## src/rtl/flit_sink_if.sv

```systemverilog
// Valid/ready flit channel feeding a node's local ejection-port sink.
// The master drives flits; the slave (the sink) returns flit_ready.
interface flit_sink_if #(
   parameter int FW = 40
);
   logic [FW-1:0] flit_in;
   logic          flit_valid;
   logic          flit_ready;

   modport master (
      output flit_in,
      output flit_valid,
      input  flit_ready
   );

   modport slave (
      input  flit_in,
      input  flit_valid,
      output flit_ready
   );
endinterface

```

## src/rtl/flit_sink.sv

```systemverilog
// Ejection-port flit sink: enforces header->payload*->tail ordering, checks the
// destination against this node, reports completed packets and keeps saturating stats.
module flit_sink #(
   parameter int         FW      = 40,
   parameter int         MAX_LEN = 16,
   parameter int         CNT_W   = 16,
   parameter logic [3:0] LOCAL_X = 4'd2,
   parameter logic [3:0] LOCAL_Y = 4'd1,
   parameter logic [3:0] LOCAL_Z = 4'd3
) (
   input  logic             clk,
   input  logic             rst,
   flit_sink_if.slave       link,
   input  logic             clr_stats,
   output logic             pkt_done,
   output logic [11:0]      pkt_src,
   output logic [7:0]       pkt_len,
   output logic             pkt_err,
   output logic [1:0]       err_code,
   output logic [CNT_W-1:0] pkt_count,
   output logic [CNT_W-1:0] err_count
);

   typedef enum logic [1:0] {
      IDLE,
      BODY,
      DONE,
      DROP
   } state_t;

   typedef enum logic [1:0] {
      T_IDLE = 2'b00,
      T_TAIL = 2'b01,
      T_PAY  = 2'b10,
      T_HEAD = 2'b11
   } ftype_t;

   typedef enum logic [1:0] {
      E_NONE  = 2'b00,
      E_SEQ   = 2'b01,
      E_ROUTE = 2'b10,
      E_LEN   = 2'b11
   } err_t;

   localparam logic [11:0]      LOCAL_ADDR = {LOCAL_X, LOCAL_Y, LOCAL_Z};
   localparam logic [7:0]       LEN_LAST   = 8'(MAX_LEN - 1);
   localparam logic [CNT_W-1:0] CNT_MAX    = '1;
   localparam logic [CNT_W-1:0] CNT_ONE    = CNT_W'(1);

   state_t      state;
   logic        ready;
   logic [7:0]  len;
   logic [11:0] cur_src;

   ftype_t      ftype;
   logic        accept;
   logic [11:0] hdr_src;
   logic [11:0] hdr_dst;
   logic        dst_ok;
   logic        done_fire;
   logic        err_fire;
   err_t        err_kind;
   logic        unused_bits;

   assign ftype       = ftype_t'(link.flit_in[FW-1 -: 2]);
   assign hdr_src     = link.flit_in[FW-3 -: 12];
   assign hdr_dst     = link.flit_in[FW-15 -: 12];
   assign unused_bits = ^link.flit_in[FW-27:0];
   assign dst_ok      = (hdr_dst == LOCAL_ADDR);
   assign accept      = link.flit_valid & ready;
   assign link.flit_ready = ready;

   // Event decode for the flit being accepted this cycle; at most one error per flit.
   always_comb begin
      // NOTE: every always_comb output gets a default first so no path can infer a latch.
      done_fire = 1'b0;
      err_fire  = 1'b0;
      err_kind  = E_NONE;
      if (accept) begin
         unique case (state)
            IDLE: begin
               if (ftype == T_PAY || ftype == T_TAIL) begin
                  err_fire = 1'b1;
                  err_kind = E_SEQ;
               end else if (ftype == T_HEAD && !dst_ok) begin
                  err_fire = 1'b1;
                  err_kind = E_ROUTE;
               end
            end
            BODY: begin
               // A header here ends the open packet; it is reported as a sequence error only.
               if (ftype == T_HEAD) begin
                  err_fire = 1'b1;
                  err_kind = E_SEQ;
               end else if (ftype == T_PAY && len == LEN_LAST) begin
                  err_fire = 1'b1;
                  err_kind = E_LEN;
               end else if (ftype == T_TAIL) begin
                  done_fire = 1'b1;
               end
            end
            DROP: begin
               if (ftype == T_HEAD && !dst_ok) begin
                  err_fire = 1'b1;
                  err_kind = E_ROUTE;
               end
            end
            default: ;
         endcase
      end
   end

   always_ff @(posedge clk) begin
      if (rst) begin
         state     <= IDLE;
         ready     <= 1'b0;
         len       <= 8'd0;
         cur_src   <= 12'd0;
         pkt_done  <= 1'b0;
         pkt_src   <= 12'd0;
         pkt_len   <= 8'd0;
         pkt_err   <= 1'b0;
         err_code  <= 2'b00;
         pkt_count <= '0;
         err_count <= '0;
      end else begin
         // NOTE: all state here uses non-blocking assignments so every register sees pre-edge values.
         ready    <= 1'b1;
         pkt_done <= done_fire;
         pkt_err  <= err_fire;
         err_code <= err_fire ? err_kind : E_NONE;

         if (done_fire) begin
            pkt_src <= cur_src;
            pkt_len <= len + 8'd1;
         end

         if (clr_stats) begin
            pkt_count <= '0;
         end else if (done_fire && pkt_count != CNT_MAX) begin
            pkt_count <= pkt_count + CNT_ONE;
         end

         if (clr_stats) begin
            err_count <= '0;
         end else if (err_fire && err_count != CNT_MAX) begin
            err_count <= err_count + CNT_ONE;
         end

         unique case (state)
            IDLE, DROP: begin
               if (accept) begin
                  if (ftype == T_HEAD) begin
                     cur_src <= hdr_src;
                     len     <= 8'd1;
                     state   <= dst_ok ? BODY : DROP;
                  end else if (state == DROP && ftype == T_TAIL) begin
                     state <= IDLE;
                  end
               end
            end
            BODY: begin
               if (accept) begin
                  unique case (ftype)
                     T_HEAD: begin
                        cur_src <= hdr_src;
                        len     <= 8'd1;
                        state   <= dst_ok ? BODY : DROP;
                     end
                     T_PAY: begin
                        if (len == LEN_LAST) begin
                           state <= DROP;
                        end else begin
                           len <= len + 8'd1;
                        end
                     end
                     T_TAIL: begin
                        len   <= len + 8'd1;
                        state <= DONE;
                        ready <= 1'b0;
                     end
                     default: ;
                  endcase
               end
            end
            DONE: begin
               state <= IDLE;
            end
            default: begin
               state <= IDLE;
            end
         endcase
      end
   end

endmodule

```

## src/flat_wrapper.sv

```systemverilog
// flat-port wrapper written by rule: the top's interface ports become plain ports
module flit_sink_flat 
#(
   parameter int         FW      = 40,
   parameter int         MAX_LEN = 16,
   parameter int         CNT_W   = 16,
   parameter logic [3:0] LOCAL_X = 4'd2,
   parameter logic [3:0] LOCAL_Y = 4'd1,
   parameter logic [3:0] LOCAL_Z = 4'd3
)
  (clk, rst, clr_stats, pkt_done, pkt_src, pkt_len, pkt_err, err_code, pkt_count, err_count, link_flit_in, link_flit_valid, link_flit_ready);
  flit_sink_if #(.FW(FW)) link_i ();
  input  logic clk;
  input  logic rst;
  input  logic clr_stats;
  output logic pkt_done;
  output logic [11:0] pkt_src;
  output logic [7:0] pkt_len;
  output logic pkt_err;
  output logic [1:0] err_code;
  output logic [CNT_W-1:0] pkt_count;
  output logic [CNT_W-1:0] err_count;
  input wire logic [$bits(link_i.flit_in)-1:0] link_flit_in;
  input wire logic [$bits(link_i.flit_valid)-1:0] link_flit_valid;
  output wire logic [$bits(link_i.flit_ready)-1:0] link_flit_ready;
  assign link_i.flit_in = link_flit_in;
  assign link_i.flit_valid = link_flit_valid;
  assign link_flit_ready = link_i.flit_ready;
  flit_sink #(.FW(FW), .MAX_LEN(MAX_LEN), .CNT_W(CNT_W), .LOCAL_X(LOCAL_X), .LOCAL_Y(LOCAL_Y), .LOCAL_Z(LOCAL_Z)) u_core (.clk(clk), .rst(rst), .link(link_i), .clr_stats(clr_stats), .pkt_done(pkt_done), .pkt_src(pkt_src), .pkt_len(pkt_len), .pkt_err(pkt_err), .err_code(err_code), .pkt_count(pkt_count), .err_count(err_count));
endmodule
```

## config.mk

```make
export PLATFORM = sky130hd
export DESIGN_NAME = flit_sink_flat
export DESIGN_NICKNAME = d
export VERILOG_FILES = /design/src/rtl/flit_sink_if.sv /design/src/rtl/flit_sink.sv /design/src/flat_wrapper.sv
export SDC_FILE = /design/constraint.sdc
export NUM_CORES = 1
export LEC_CHECK = 0
export ABC_AREA = 1
export CAP_MARGIN = 0
export CORE_AREA = 2 2 93 95
export CTS_BUF_LIST = sky130_fd_sc_hd__clkbuf_8 sky130_fd_sc_hd__clkbuf_16
export DETAILED_ROUTE_END_ITERATION = 6
export DIE_AREA = 0 0 95 97
export GPL_ROUTABILITY_DRIVEN = 0
export PLACE_DENSITY_LB_ADDON = 0.2
export RECOVER_POWER = 50
export SLEW_MARGIN = 25
export SYNTH_ARGS = -nofsm -noshare
export SYNTH_HDL_FRONTEND = slang
export SYNTH_SLANG_ARGS = --single-unit
```

## constraint.sdc

```tcl
create_clock -name clk -period 2.1 [get_ports clk]
set_input_delay 0.315 -clock clk [delete_from_list [all_inputs] [get_ports clk]]
set_output_delay 0.315 -clock clk [all_outputs]
set_load 0.005 [all_outputs]
```

==> impl_metrics.toml <==
[sta]
worst_pin_slew_ps = 726
finalMaxSlewViolations = 0
setup_violations = 0
rsz0062_at_grt = "false"
layout_min_cycle_time_ps = 1850
max_slew_margin_pct = 51.6
final_period_util_pct = 88.2
finalHoldViolations = 0
fin_worst_skew_ps = 13.3
max_fclk_mhz = 540
setup-tns-final_ps = 0

[critical_path]
r2r_cells = 10
crit_path_cell_trace = "dlygate4sd3_1 > ha_1 > inv_1 > nand2_1 > o21ai_1 > a21oi_1 > nand2_2 > buf_12 > nand3_1 > nand2_1 > nand2_1 > nor2_1"
worstPathRequired_ps = 2340
regToRegSetupSlack_ps = 260
worstSetupPathDepth = 12
crit_family = "buffers and inverters"
timing.rr.start = "u_core.state[0]"
path_max_fanout = 21
crit_buf_inv = 3
critical_path_arrival_ps = 2100
critPathCaptureType = "flip-flop"
cp_common_cell = "sky130_fd_sc_hd__nand2_1"
end_of_the_critical_path = "u_core.err_count[14]"
startpoint_type = "input port"
critical_path_class = "input port to flip-flop"
critical-path-slowest-cell = "sky130_fd_sc_hd__dlygate4sd3_1"
critical_path.startpoint = "link_flit_in[39]"
crit_path_max_incr_delay_ps = 580
worst_reg2reg_path_endpoint = "u_core.len[5]"

[clock_tree]
clockRootBuffer = "sky130_fd_sc_hd__clkbuf_8"
htreeDepth = 3
clk_pin_slew_worst_paths_ps = 90
number_of_buffers_inserted_for_hold_repair_after_clock_tree_synthesis = 0
tritoncts = "built"
max-clock-path-buffers = 2
cts_repair_resize_count = 0
numClockSinks = 79
cts-buffers-inserted = 9
cts_setup_buffers = 0
clock_latency_ps = 350

[global_routing]
global_route.usage.total_pct = 21.4
pin_count_of_the_biggest_net_entering_global_routing = 33
grt_pass1_wl_mm = 16.1
grt_use_met1_pct = 25.5
global_route.usage.met3_pct = 5.45
gr-max-usage-layer = "met2"
grt_remaining_overflow = 0
grt_pass1_vias = 3666
use_met2_pct = 36.9
grt_antenna_before_repair = 0

[final_layout]
antenna-diode-count = 0
layout-drive-gt1-share_pct = 7.15
filler_cell_count = 737
nNetsFinal = 735
area_growth_syn_to_layout_pct = 32.1

[detailed_routing]
route.detailed.wl_per_inst_microns = 11.9
drt.antenna.violating_nets = 0
detail_route.iter0.violations = 105
routed_wl_mm = 9.43
routed-via-count = 3958
route.detailed.drc = 0
via_per_inst = 5.01
detailedRoute.firstPassIterationCount = 4

[synth]
yosysUniqueCellTypes = 27
synthesis.nets = 638
netlist_instances = 583
post_synth_instance_area_sq_mm = 0.00395
synth_warnings = 0
synth_register_bits = 79
ys_top_cells_by_area = "sky130_fd_sc_hd__dfxtp_1 40%, sky130_fd_sc_hd__nand2_1 12%, sky130_fd_sc_hd__nor2_1 10%"
synth_seq_area_share_pct = 40.0
synth_top_area_share_pct = 40.0
yosysTopAreaCell = "sky130_fd_sc_hd__dfxtp_1"
synth.avg_cell_area_sq_um = 6.78

[place]
total_half_perimeter_wirelength_after_legalization_and_detailed_placement_mm = 6.88
portBuffers = 86

[floorplanning]
fp.dieW_microns = 95
start_util_pct = 48.6
rows = 33
core-area_sq_mm = 0.00813
pin_count = 101
die_h_microns = 97
die_area_sq_mm = 0.00922

[power_and_ir_drop]
leakage_uw = 0.00224
power_per_cell_area_mw_per_mm2 = 711
peakVddDrop_mv = 0.390
finalPower_uw = 3710

[flow_run]
max-cap-violations = 0

[outcome]
run_status = "finished clean"

[worst_hold_path]
timing.hold.worst.class = "flip-flop to flip-flop"
## where the power goes
part	switching (uW)	leakage, uW	internal (uW)
Combinational	480	0.00149	321
Sequential	43.7	0.000638	1560
Clock	621	0.000108	686
Total	1140	0.00224	2570
## Yosys cell counts (all sizes together)
master  instances
a21oi          39
a31o            1
a31oi           2
buf             8
clkbuf         11
dfxtp          79
ha             11
inv            66
nand2         133
nand3          25
nand3b          1
nand4          19
nor2          110
nor3           12
o211ai          3
o21ai          45
xnor2           4
xor2           14
## state kept, by name (all words and copies together) (netlist names)
register,count
u_core.link.flit_ready,1
u_core.pkt_err,1
u_core.pkt_len,8
u_core.err_code,2
u_core.pkt_count,16
u_core.pkt_done,1
u_core.len,8
u_core.err_count,16
u_core.state,2
u_core.pkt_src,12
u_core.cur_src,12
## layout make-up
type	instances	area [sq um]	share of cell area, %
Multi-Input combinational cell	419	2020	38.7
Sequential cell	79	1580	30.3
Timing Repair Buffer	105	1010	19.3
Inverter	66	248	4.75
Tap cell	105	131	2.52
Clock buffer	9	124	2.37
Clock inverter	7	104	1.99
## metrics by stage
| stage | utilization [%] | cells | setup WS (ps) | hold WS [ps] | cell area [sq um] |
|---|---|---|---|---|---|
| after floorplan | - | 583 | 474 | 449 | 3950 |
| after global placement | 61.5 | 774 | 17.9 | 457 | 5010 |
| after detailed placement | 61.5 | 774 | -15.5 | 468 | 5010 |
| after CTS | 64.3 | 790 | 240 | 485 | 5230 |
| after global routing | 64.2 | 790 | 61.4 | 511 | 5220 |
| final | 64.2 | 790 | 248 | 484 | 5220 |
## placed cells by master (no fill, tap or decap)
master,synthesis,layout
sky130_fd_sc_hd__o21ai_0,43,43
sky130_fd_sc_hd__xor2_1,14,14
sky130_fd_sc_hd__nand3_2,2,1
sky130_fd_sc_hd__inv_6,0,2
sky130_fd_sc_hd__buf_4,4,16
sky130_fd_sc_hd__ha_1,11,11
sky130_fd_sc_hd__o211ai_1,3,3
sky130_fd_sc_hd__nor3_1,11,11
sky130_fd_sc_hd__inv_1,62,62
sky130_fd_sc_hd__dfxtp_1,79,79
sky130_fd_sc_hd__a21oi_1,38,39
sky130_fd_sc_hd__inv_2,4,4
sky130_fd_sc_hd__inv_8,0,1
sky130_fd_sc_hd__a31oi_1,2,2
sky130_fd_sc_hd__buf_12,0,1
sky130_fd_sc_hd__clkbuf_1,11,1
sky130_fd_sc_hd__nand3_1,23,24
sky130_fd_sc_hd__clkbuf_8,0,9
sky130_fd_sc_hd__nand2_2,4,4
sky130_fd_sc_hd__clkinvlp_4,0,2
sky130_fd_sc_hd__nand2_1,129,129
sky130_fd_sc_hd__clkdlybuf4s50_1,0,35
sky130_fd_sc_hd__o21ai_2,1,1
sky130_fd_sc_hd__clkbuf_2,0,1
sky130_fd_sc_hd__nand4_1,19,19
sky130_fd_sc_hd__nor3_4,1,1
sky130_fd_sc_hd__o21ai_1,1,1
sky130_fd_sc_hd__nand3b_1,1,1
sky130_fd_sc_hd__bufinv_16,0,2
sky130_fd_sc_hd__xnor2_1,4,4
sky130_fd_sc_hd__nor2_2,3,3
sky130_fd_sc_hd__a31o_2,1,1
sky130_fd_sc_hd__nor2_1,107,107
sky130_fd_sc_hd__dlygate4sd3_1,0,51
## kinds of logic (layout without fill, tap and decap cells)
family / after synthesis / after routing / share of synthesized area, %
flops: 79 / 79 / 40.0
xor+xnor: 18 / 18 / 3.99
buf+inv: 85 / 187 / 8.58
compound gates: 90 / 90 / 11.9
fa+ha+maj: 11 / 11 / 3.48
simple gates: 300 / 300 / 32.0
## worst register-to-register path: stages (launching register included)
cell,delay [ps]
sky130_fd_sc_hd__dfxtp_1,370
sky130_fd_sc_hd__inv_1,90
sky130_fd_sc_hd__ha_1,410
sky130_fd_sc_hd__nand2_2,90
sky130_fd_sc_hd__nand2_1,60
sky130_fd_sc_hd__nand2_1,70
sky130_fd_sc_hd__nor2_2,90
sky130_fd_sc_hd__nand2_2,80
sky130_fd_sc_hd__nor3_4,280
sky130_fd_sc_hd__nand2_1,90
sky130_fd_sc_hd__a21oi_1,140
## how the worst min path moves through the flow
stage | startpoint | endpoint | cells past startpoint
floorplan | u_core.cur_src[0] | u_core.cur_src[0] | 2
global placement | u_core.cur_src[11] | u_core.cur_src[11] | 2
detailed placement | u_core.cur_src[8] | u_core.cur_src[8] | 2
CTS | u_core.len[6] | u_core.len[6] | 2
global route | u_core.cur_src[9] | u_core.cur_src[9] | 2
finish | u_core.pkt_src[9] | u_core.pkt_src[9] | 2
## per-layer routing
metal	part of all wire [%]	vias to the layer above
met5	0	-
met2	51	92
li1	-	2060
met3	4.6	10
met4	1.6	0
met1	43	1796
Power figures use the tool's default switching activity.
